--- src/rtl/hex_scroller_if.sv ---
// Control/status bundle between hex_scroller and the logic that loads and steers it.
// Honours HEX_SCROLL_GAP_EN so the pos width tracks the scroll period.
interface hex_scroller_if #(
  parameter int NUM_DIGITS = 6,
  parameter int MSG_LEN    = 8,
  parameter int GAP_LEN    = 2
);
`ifdef HEX_SCROLL_GAP_EN
  localparam bit GAP_EN = 1'b1;
`else
  localparam bit GAP_EN = 1'b0;
`endif
  localparam int PERIOD = MSG_LEN + (GAP_EN ? GAP_LEN : 0);
  localparam int POS_W  = $clog2(PERIOD);
  localparam int ADDR_W = $clog2(MSG_LEN);

  logic                    enable;
  logic                    pause;
  logic                    dir;
  logic                    wr_en;
  logic [ADDR_W-1:0]       wr_addr;
  logic [4:0]              wr_data;
  logic [7*NUM_DIGITS-1:0] hex;
  logic [POS_W-1:0]        pos;
  logic                    wrap;

  modport slave (
    input  enable, pause, dir, wr_en, wr_addr, wr_data,
    output hex, pos, wrap
  );

  modport master (
    output enable, pause, dir, wr_en, wr_addr, wr_data,
    input  hex, pos, wrap
  );
endinterface

--- src/rtl/hex_scroller.sv ---
// Scrolling seven-segment text engine: message buffer, window decode, rate-controlled stepping.
// Optional HEX_SCROLL_GAP_EN appends GAP_LEN blank characters to each scroll period.
module hex_scroller #(
  parameter int NUM_DIGITS = 6,
  parameter int MSG_LEN    = 8,
  parameter int CLK_HZ     = 50000000,
  parameter int STEP_HZ    = 2,
  parameter int GAP_LEN    = 2
) (
  input  logic           CLOCK50,
  input  logic           reset,
  hex_scroller_if.slave  bus
);
`ifdef HEX_SCROLL_GAP_EN
  localparam bit GAP_EN = 1'b1;
`else
  localparam bit GAP_EN = 1'b0;
`endif
  localparam int PERIOD  = MSG_LEN + (GAP_EN ? GAP_LEN : 0);
  localparam int POS_W   = $clog2(PERIOD);
  localparam int ADDR_W  = $clog2(MSG_LEN);
  localparam int DIV     = CLK_HZ / STEP_HZ;
  localparam int PRESC_W = $clog2(DIV);
  localparam int HEX_W   = 7 * NUM_DIGITS;

  // Active-low glyphs, bit0 = segment a .. bit6 = segment g.
  function automatic logic [6:0] seg_decode(input logic [4:0] code);
    logic [6:0] seg;
    case (code)
      5'd0:    seg = 7'h40;
      5'd1:    seg = 7'h79;
      5'd2:    seg = 7'h24;
      5'd3:    seg = 7'h30;
      5'd4:    seg = 7'h19;
      5'd5:    seg = 7'h12;
      5'd6:    seg = 7'h02;
      5'd7:    seg = 7'h78;
      5'd8:    seg = 7'h00;
      5'd9:    seg = 7'h10;
      5'd10:   seg = 7'h08;
      5'd11:   seg = 7'h03;
      5'd12:   seg = 7'h46;
      5'd13:   seg = 7'h21;
      5'd14:   seg = 7'h06;
      5'd15:   seg = 7'h0E;
      5'd17:   seg = 7'h0C;
      5'd18:   seg = 7'h11;
      5'd19:   seg = 7'h2B;
      5'd20:   seg = 7'h41;
      5'd21:   seg = 7'h47;
      5'd22:   seg = 7'h09;
      5'd23:   seg = 7'h2F;
      5'd24:   seg = 7'h23;
      5'd25:   seg = 7'h3F;
      default: seg = 7'h7F;
    endcase
    return seg;
  endfunction

  logic [4:0]         msg_q [MSG_LEN];
  logic [PRESC_W-1:0] presc_q, presc_d;
  logic [POS_W-1:0]   pos_q, pos_d;
  logic               wrap_q, wrap_d;
  logic [HEX_W-1:0]   hex_q, hex_d;
  logic               step;
  logic               wr_ok;

  // Step decision, next position/wrap and prescaler next state.
  always_comb begin
    step    = bus.enable && !bus.pause && (presc_q == PRESC_W'(DIV - 1));
    pos_d   = pos_q;
    wrap_d  = 1'b0;
    presc_d = {PRESC_W{1'b0}};
    if (bus.enable && (presc_q != PRESC_W'(DIV - 1))) begin
      presc_d = presc_q + PRESC_W'(1);
    end else begin
      presc_d = {PRESC_W{1'b0}};
    end
    if (step && !bus.dir) begin
      wrap_d = (pos_q == POS_W'(PERIOD - 1));
      pos_d  = wrap_d ? {POS_W{1'b0}} : pos_q + POS_W'(1);
    end else if (step && bus.dir) begin
      wrap_d = (pos_q == {POS_W{1'b0}});
      pos_d  = wrap_d ? POS_W'(PERIOD - 1) : pos_q - POS_W'(1);
    end else begin
      pos_d  = pos_q;
      wrap_d = 1'b0;
    end
    // Widened by one bit so the range test stays meaningful for power-of-two depths.
    wr_ok = bus.wr_en && ({1'b0, bus.wr_addr} < (ADDR_W + 1)'(MSG_LEN));
  end

  // Window decode; virtual indices past the message read as blank.
  always_comb begin
    logic [31:0] vidx;
    logic [4:0]  ch;
    hex_d = {HEX_W{1'b1}};
    vidx  = 32'd0;
    ch    = 5'd16;
    for (int k = 0; k < NUM_DIGITS; k++) begin
      vidx = (32'(pos_q) + 32'(NUM_DIGITS - 1 - k)) % 32'(PERIOD);
      if (vidx < 32'(MSG_LEN)) begin
        ch = msg_q[vidx[ADDR_W-1:0]];
      end else begin
        ch = 5'd16;
      end
      hex_d[7*k +: 7] = seg_decode(ch);
    end
  end

  // All architectural state: buffer, prescaler, position, wrap pulse, display register.
  always_ff @(posedge CLOCK50 or posedge reset) begin
    if (reset) begin
      for (int i = 0; i < MSG_LEN; i++) begin
        msg_q[i] <= 5'd16;
      end
      presc_q <= {PRESC_W{1'b0}};
      pos_q   <= {POS_W{1'b0}};
      wrap_q  <= 1'b0;
      hex_q   <= {HEX_W{1'b1}};
    end else begin
      if (wr_ok) begin
        msg_q[bus.wr_addr] <= bus.wr_data;
      end
      presc_q <= presc_d;
      pos_q   <= pos_d;
      wrap_q  <= wrap_d;
      hex_q   <= hex_d;
    end
  end

  assign bus.hex  = hex_q;
  assign bus.pos  = pos_q;
  assign bus.wrap = wrap_q;
endmodule
--- src/flat_wrapper.sv ---
// flat-port wrapper written by rule: the top's interface ports become plain ports
module hex_scroller_flat 
#(
  parameter int NUM_DIGITS = 6,
  parameter int MSG_LEN    = 8,
  parameter int CLK_HZ     = 50000000,
  parameter int STEP_HZ    = 2,
  parameter int GAP_LEN    = 2
)
  (CLOCK50, reset, bus_enable, bus_pause, bus_dir, bus_wr_en, bus_wr_addr, bus_wr_data, bus_hex, bus_pos, bus_wrap);
  hex_scroller_if #(.NUM_DIGITS(NUM_DIGITS), .MSG_LEN(MSG_LEN), .GAP_LEN(GAP_LEN)) bus_i ();
  input  logic CLOCK50;
  input  logic reset;
  input wire logic [$bits(bus_i.enable)-1:0] bus_enable;
  input wire logic [$bits(bus_i.pause)-1:0] bus_pause;
  input wire logic [$bits(bus_i.dir)-1:0] bus_dir;
  input wire logic [$bits(bus_i.wr_en)-1:0] bus_wr_en;
  input wire logic [$bits(bus_i.wr_addr)-1:0] bus_wr_addr;
  input wire logic [$bits(bus_i.wr_data)-1:0] bus_wr_data;
  output wire logic [$bits(bus_i.hex)-1:0] bus_hex;
  output wire logic [$bits(bus_i.pos)-1:0] bus_pos;
  output wire logic [$bits(bus_i.wrap)-1:0] bus_wrap;
  assign bus_i.enable = bus_enable;
  assign bus_i.pause = bus_pause;
  assign bus_i.dir = bus_dir;
  assign bus_i.wr_en = bus_wr_en;
  assign bus_i.wr_addr = bus_wr_addr;
  assign bus_i.wr_data = bus_wr_data;
  assign bus_hex = bus_i.hex;
  assign bus_pos = bus_i.pos;
  assign bus_wrap = bus_i.wrap;
  hex_scroller #(.NUM_DIGITS(NUM_DIGITS), .MSG_LEN(MSG_LEN), .CLK_HZ(CLK_HZ), .STEP_HZ(STEP_HZ), .GAP_LEN(GAP_LEN)) u_core (.CLOCK50(CLOCK50), .reset(reset), .bus(bus_i));
endmodule
--- config.mk ---
export PLATFORM = sky130hd
export DESIGN_NAME = hex_scroller_flat
export DESIGN_NICKNAME = d
export VERILOG_FILES = /design/src/rtl/hex_scroller_if.sv /design/src/rtl/hex_scroller.sv /design/src/flat_wrapper.sv
export SDC_FILE = /design/constraint.sdc
export NUM_CORES = 1
export LEC_CHECK = 0
export BUFFER_PORTS_ARGS = -buffer_cell sky130_fd_sc_hd__buf_2
export CAP_MARGIN = 30
export CORE_ASPECT_RATIO = 1.5
export CORE_UTILIZATION = 67
export DETAILED_ROUTE_END_ITERATION = 8
export PLACE_DENSITY = 0.83
export SLEW_MARGIN = 0
export SYNTH_ARGS = -nofsm -noshare
export SYNTH_HDL_FRONTEND = slang
export SYNTH_SLANG_ARGS = --single-unit
--- constraint.sdc ---
create_clock -name CLOCK50 -period 6.4 [get_ports CLOCK50]
set_input_delay 1.28 -clock CLOCK50 [delete_from_list [all_inputs] [get_ports CLOCK50]]
set_output_delay 1.28 -clock CLOCK50 [all_outputs]
set_load 0.05 [all_outputs]
# Yosys cells after proc, flatten, opt, wreduce, memory -nomap -nowiden
# Memories as Yosys holds them, arrays and structs flattened. A register that Yosys moved wholly into a read port is not among the register bits.
# Cells that the tools add are included.
# totals
in_bits	14
reg_bits	69
memories	6
wordCells	93
mem_bits_ro	1344
out_inout_bits	46
# mem_list
name	words	width	rd	rd_clocked_by_memory_dff	write_ports	line	rtl
(name not given)	32	7	1	1	0	hex_scroller.sv:29	case (code)
(name not given)	32	7	1	1	0	hex_scroller.sv:29	
(name not given)	32	7	1	1	0	hex_scroller.sv:29	
(name not given)	32	7	1	1	0	hex_scroller.sv:29	
(name not given)	32	7	1	1	0	hex_scroller.sv:29	
(name not given)	32	7	1	1	0	hex_scroller.sv:29	
# op_classes
n_reduce_logical	10
n_lt_le_gt_ge	14
n_bitwise	7
add_sub_neg	8
n_mux	34
eq_ne	3
# ops
cell	n
2-to-1 mux 5 bit	19
binary-select mux 5 bit (select 3 bit)	6
bitwise mux 40 bit	1
greater-or-equal comparator 4 bit (second input constant)	7
inverter 3 -> 4 bit	7
adder 25 x 1 -> 25 bit (second input constant)	1
equality test 25 bit (second input constant)	1
2-to-1 mux 25 bit	1
inequality test 25 bit (second input constant)	1
less-than comparator 3 x 4 -> 1 bit (second input constant)	6
demux 5 bit (select 3 bit)	1
2-to-1 mux 3 bit	4
adder 3 x 1 -> 3 bit (second input constant)	2
adder 3 x 2 -> 3 bit (second input constant)	2
adder 3 bit (second input constant)	2
logical AND 1 bit	6
less-than comparator 4 x 1 -> 1 bit (second input constant)	1
equality test 3 bit (second input constant)	1
zero test 3 bit	1
subtractor 3 x 1 -> 3 bit (second input constant)	1
zero test 1 bit	2
2-to-1 mux 1 bit	2
nonzero test 2 bit	1

# Logic depth before layout (Yosys ltp)
# logic_depth
depth_word	6
mapped_depth	15

# Worst setup path after synthesis
# No wires, ideal clock.
# synth_path
kind	flip-flop to flip-flop
start	reg u_core.pos_q[0] (netlist: u_core.bus.pos[0])
end	reg u_core.hex_q[6] (netlist: u_core.bus.hex[6])
t_arrival_ns	3.961
synth_period_minus_slack_ns	4.044
stages_incl_launch_ff	15
path_slack_ns	2.356
setup_ns	0.083
path_buffers	4
path_cell_list	dfrtp_1 -> buf_6 -> inv_2 -> buf_4 -> buf_4 -> ha_1 -> buf_6 -> mux4_1 -> mux2i_1 -> inv_1 -> ha_1 -> inv_1 -> nor2_1 -> or2_2 -> a221o_1
# synth_between
elab_chain_cells	6
word_cells_on_any_way	7
classes_between	add/sub: 1; order compare: 1; mux: 4; bitwise: 1
# synth_rtl
element	line	rtl
start: declaration	hex_scroller.sv:62	logic [POS_W-1:0] pos_q, pos_d;
start signal: assignment	hex_scroller.sv:118	pos_q <= {POS_W{1'b0}};
start signal: assignment	hex_scroller.sv:126	pos_q <= pos_d;
adder 3 bit *	hex_scroller.sv:101	vidx = (32'(pos_q) + 32'(NUM_DIGITS - 1 - k)) % 32'(PERIOD);
inverter 3 -> 4 bit (implied by the code)	hex_scroller.sv:103	ch = msg_q[vidx[ADDR_W-1:0]];
binary-select mux 5 bit (select 3 bit)	hex_scroller.sv:103	
2-to-1 mux 5 bit (implied by the code) (2 in series)	hex_scroller.sv:103	
2-to-1 mux 5 bit *	hex_scroller.sv:102	if (vidx < 32'(MSG_LEN)) begin
end: declaration	hex_scroller.sv:64	logic [HEX_W-1:0] hex_q, hex_d;
# Mark *: on every way between the ends. The rest lies on a longest branch, timed or not. The select of a mux whose other input is x is not followed.
# A chain may end at the register's enable or synchronous reset.

# Worst setup path in the final report
# Same ends and word-level chain as after synthesis.

==> impl_metrics.py <==
metrics = {
    "status": {
        "outcome": "completed",
    },
    "critical_path": {
        "slowest_delay_ps": 620,
        "startpoint_type": "flip-flop",
        "crit_chain": "buf_4, inv_2, ha_1, buf_4, mux4_1, mux2i_1, inv_1, ha_1, inv_1, nor2_1, or2_2, a221o_1",
        "slowest_stage": "mux4_1",
        "reg2reg_slack_ps": 1740,
        "cp-endpoint": "u_core.bus.hex[6]",
        "crit_start": "u_core.bus.pos[0]",
        "required_ps": 6680,
        "reg2regPathDepth": 12,
        "end_kind": "flip-flop",
        "worstSetupPathDepth": 12,
        "r2r-start": "u_core.bus.pos[0]",
        "crit_family": "buffers and inverters",
        "r2r-end": "u_core.bus.hex[6]",
        "path_max_fanout": 40,
        "path_class": "flip-flop to flip-flop",
        "crit_buf_inv": 5,
        "cp.arrival_ps": 4940,
    },
    "final_layout": {
        "nFillCells": 805,
        "final_nets": 877,
        "drive_above_1_share_pct": 32.89,
        "finalNonFillerCells": 977,
        "diodes": 0,
        "layout.area.seq_um2": 2841,
        "postLayoutCellArea_um2": 9344,
        "syn_to_final_growth_pct": 6.686,
        "multi_input_area_um2": 5513,
        "final_cell_mix": "mux2_2 (63), buf_2 (63), nor2_1 (60), dfrtp_1 (60), mux2i_1 (53)",
    },
    "synthesis": {
        "synth-warning-count": 0,
        "synth_edf_count": 0,
        "synth_area_leaders": "dfrtp_1 (17%), dfstp_2 (15%), mux4_2 (13%), mux2_2 (8.1%), ha_1 (6.7%)",
        "ys_types": 78,
        "yosysTopAreaCellShare_pct": 17.43,
        "ys_ff_latch": 111,
        "netlist_area_um2": 8758,
        "async_flop_share_pct": 100.0,
        "synth-main-ff-cell": "dfrtp_1",
        "avgSynthCellArea_um2": 11.30,
        "syn-num-nets": 836,
        "synthCells": 775,
        "synth_area_leader_cell": "dfrtp_1",
        "synth.yosys.seq_area_share_pct": 32.43,
    },
    "die": {
        "die_y_um": 142.0,
        "num_io_pins": 60,
        "coreArea_um2": 12640,
        "start_util_pct": 69.31,
        "die_x_um": 95.36,
        "fp-row-count": 50,
        "die_area_um2": 13540,
    },
    "timing": {
        "finClkSkew_ps": 8.268,
        "rsz0062_at_grt": "false",
        "finalSetupViolations": 0,
        "fin_crit_ps": 4657,
        "relSlewSlack_pct": 33.31,
        "maxSlewViolCount": 0,
        "max_freq_mhz": 214.7,
        "fin_hold_ws_ps": 498.9,
        "worst_slack_ps": 1743,
        "hold_viol_final": 0,
        "setup_tns_ps": 0,
        "fin_crit_sh_pct": 72.76,
        "tightest_slew_ps": 972.6,
    },
    "job": {
        "max_cap_viol_count": 0,
    },
    "clocking": {
        "h-tree-depth": 3,
        "clk_latency_ps": 360,
        "clk_pin_slew_worst_paths_ps": 80,
        "clk_path_buf_depth": 2,
        "clock-sinks": 111,
        "cts-root-buf": "clkbuf_16",
        "cts_resized": 0,
        "post_cts_buffers": 0,
        "cts-hold-fix-buffers": 0,
        "cts_tree": "yes",
        "cts_inserted_buffers": 9,
    },
    "power": {
        "ir_worst_vdd_uv": 199.1,
        "powerDensity_nw_per_um2": 416.4,
        "leakagePower_nw": 3.878,
    },
    "place": {
        "postPlaceCellArea_um2": 9040,
        "io_buffer_count": 59,
        "placed_cells": 961,
        "gp_congestion": 0.9267,
        "hpwlAfterDp_um": 14740,
        "place_ws_ps": 1736,
    },
    "routing": {
        "vias": 6715,
        "drc_errors": 0,
        "drt_iter0_markers": 480,
        "drt_first_pass_iters": 5,
        "viasPerCell": 6.873,
        "routed_wl_um": 20750,
        "ant_nets": 0,
        "wl_per_cell_um": 21.23,
    },
    "global_routing": {
        "grt_pass1_vias": 6755,
        "grt.total_usage_pct": 32.53,
        "grt_max_degree": 69,
        "antenna_found_initial": 0,
        "gr-total-overflow": 0,
        "grt_pass1_wl_um": 33620,
    },
    "min_path": {
        "hp-class": "flip-flop to flip-flop",
        "whs_path_depth": 1,
    },
}
## power by group
part           switching (mW)  internal, mW  leakage, nW  total, mW
clock network           0.280         0.311        0.151      0.591
logic                    1.38         0.779         2.42       2.16
registers               0.146         0.995         1.30       1.14
## per-stage QoR
| step | total power [mW] | util, % |
|---|---|---|
| 2_1_floorplan | 2.865 | - |
| 3_3_place_gp | 3.192 | 71.29 |
| 3_5_place_dp | 3.275 | 71.53 |
| 4_1_cts | 3.879 | 73.94 |
| 5_1_grt | 4.100 | 73.94 |
| 6_report | 3.891 | 73.94 |
## synth_stat cells, types with 14 or more instances
master    count
mux2_2       63
dfrtp_1      61
nor2_1       60
mux2i_1      54
dfstp_2      50
mux4_2       49
ha_1         47
nand2_1      41
inv_1        32
a21oi_1      24
buf_2        16
xnor2_1      16
nand2b_1     14
o21ai_0      14
## worst min path at each step
stage / startpoint / end
final: u_core.presc_q[0] / u_core.presc_q[0]
after global routing: u_core.presc_q[0] / u_core.presc_q[0]
after detailed placement: u_core.presc_q[0] / u_core.presc_q[0]
after CTS: u_core.presc_q[0] / u_core.presc_q[0]
after global placement: u_core.presc_q[0] / u_core.presc_q[0]
after floorplan: u_core.presc_q[0] / u_core.presc_q[0]
## area by class of cell
| cell class | instances | share of cell area [%] |
|---|---|---|
| clock inverter | 6 | 0.8034 |
| multi-input combinational | 592 | 59.00 |
| tap | 156 | 2.089 |
| inverter | 33 | 1.352 |
| timing repair buffer | 69 | 3.897 |
| sequential | 111 | 30.41 |
| clock buffer | 10 | 2.450 |
## kinds of logic after synthesis
logic type / after synthesis / share of synthesized area (%)
xor+xnor: 25 / 2.714
buf+inv: 72 / 4.672
mux: 181 / 30.44
compound gates: 140 / 11.53
fa+ha+maj: 47 / 6.714
flops: 111 / 32.43
simple gates: 199 / 11.50
## state kept, by name, summed over array words and instances, names as in the netlist
signal,count
u_core.bus.hex,42
u_core.msg_q,40
u_core.bus.pos,3
u_core.presc_q,25
u_core.bus.wrap,1
## layer usage
metal	part of all wire (%)	up-vias	wire, µm	GRT usage [%]
met5	0	-	0	0
met4	5.1	0	1059	19.22
met3	4.1	72	844	4.327
met2	53	268	11100	57.18
met1	37	3341	7744	36.88
li1	-	3034	-	-
Power figures use the tool's default switching activity.
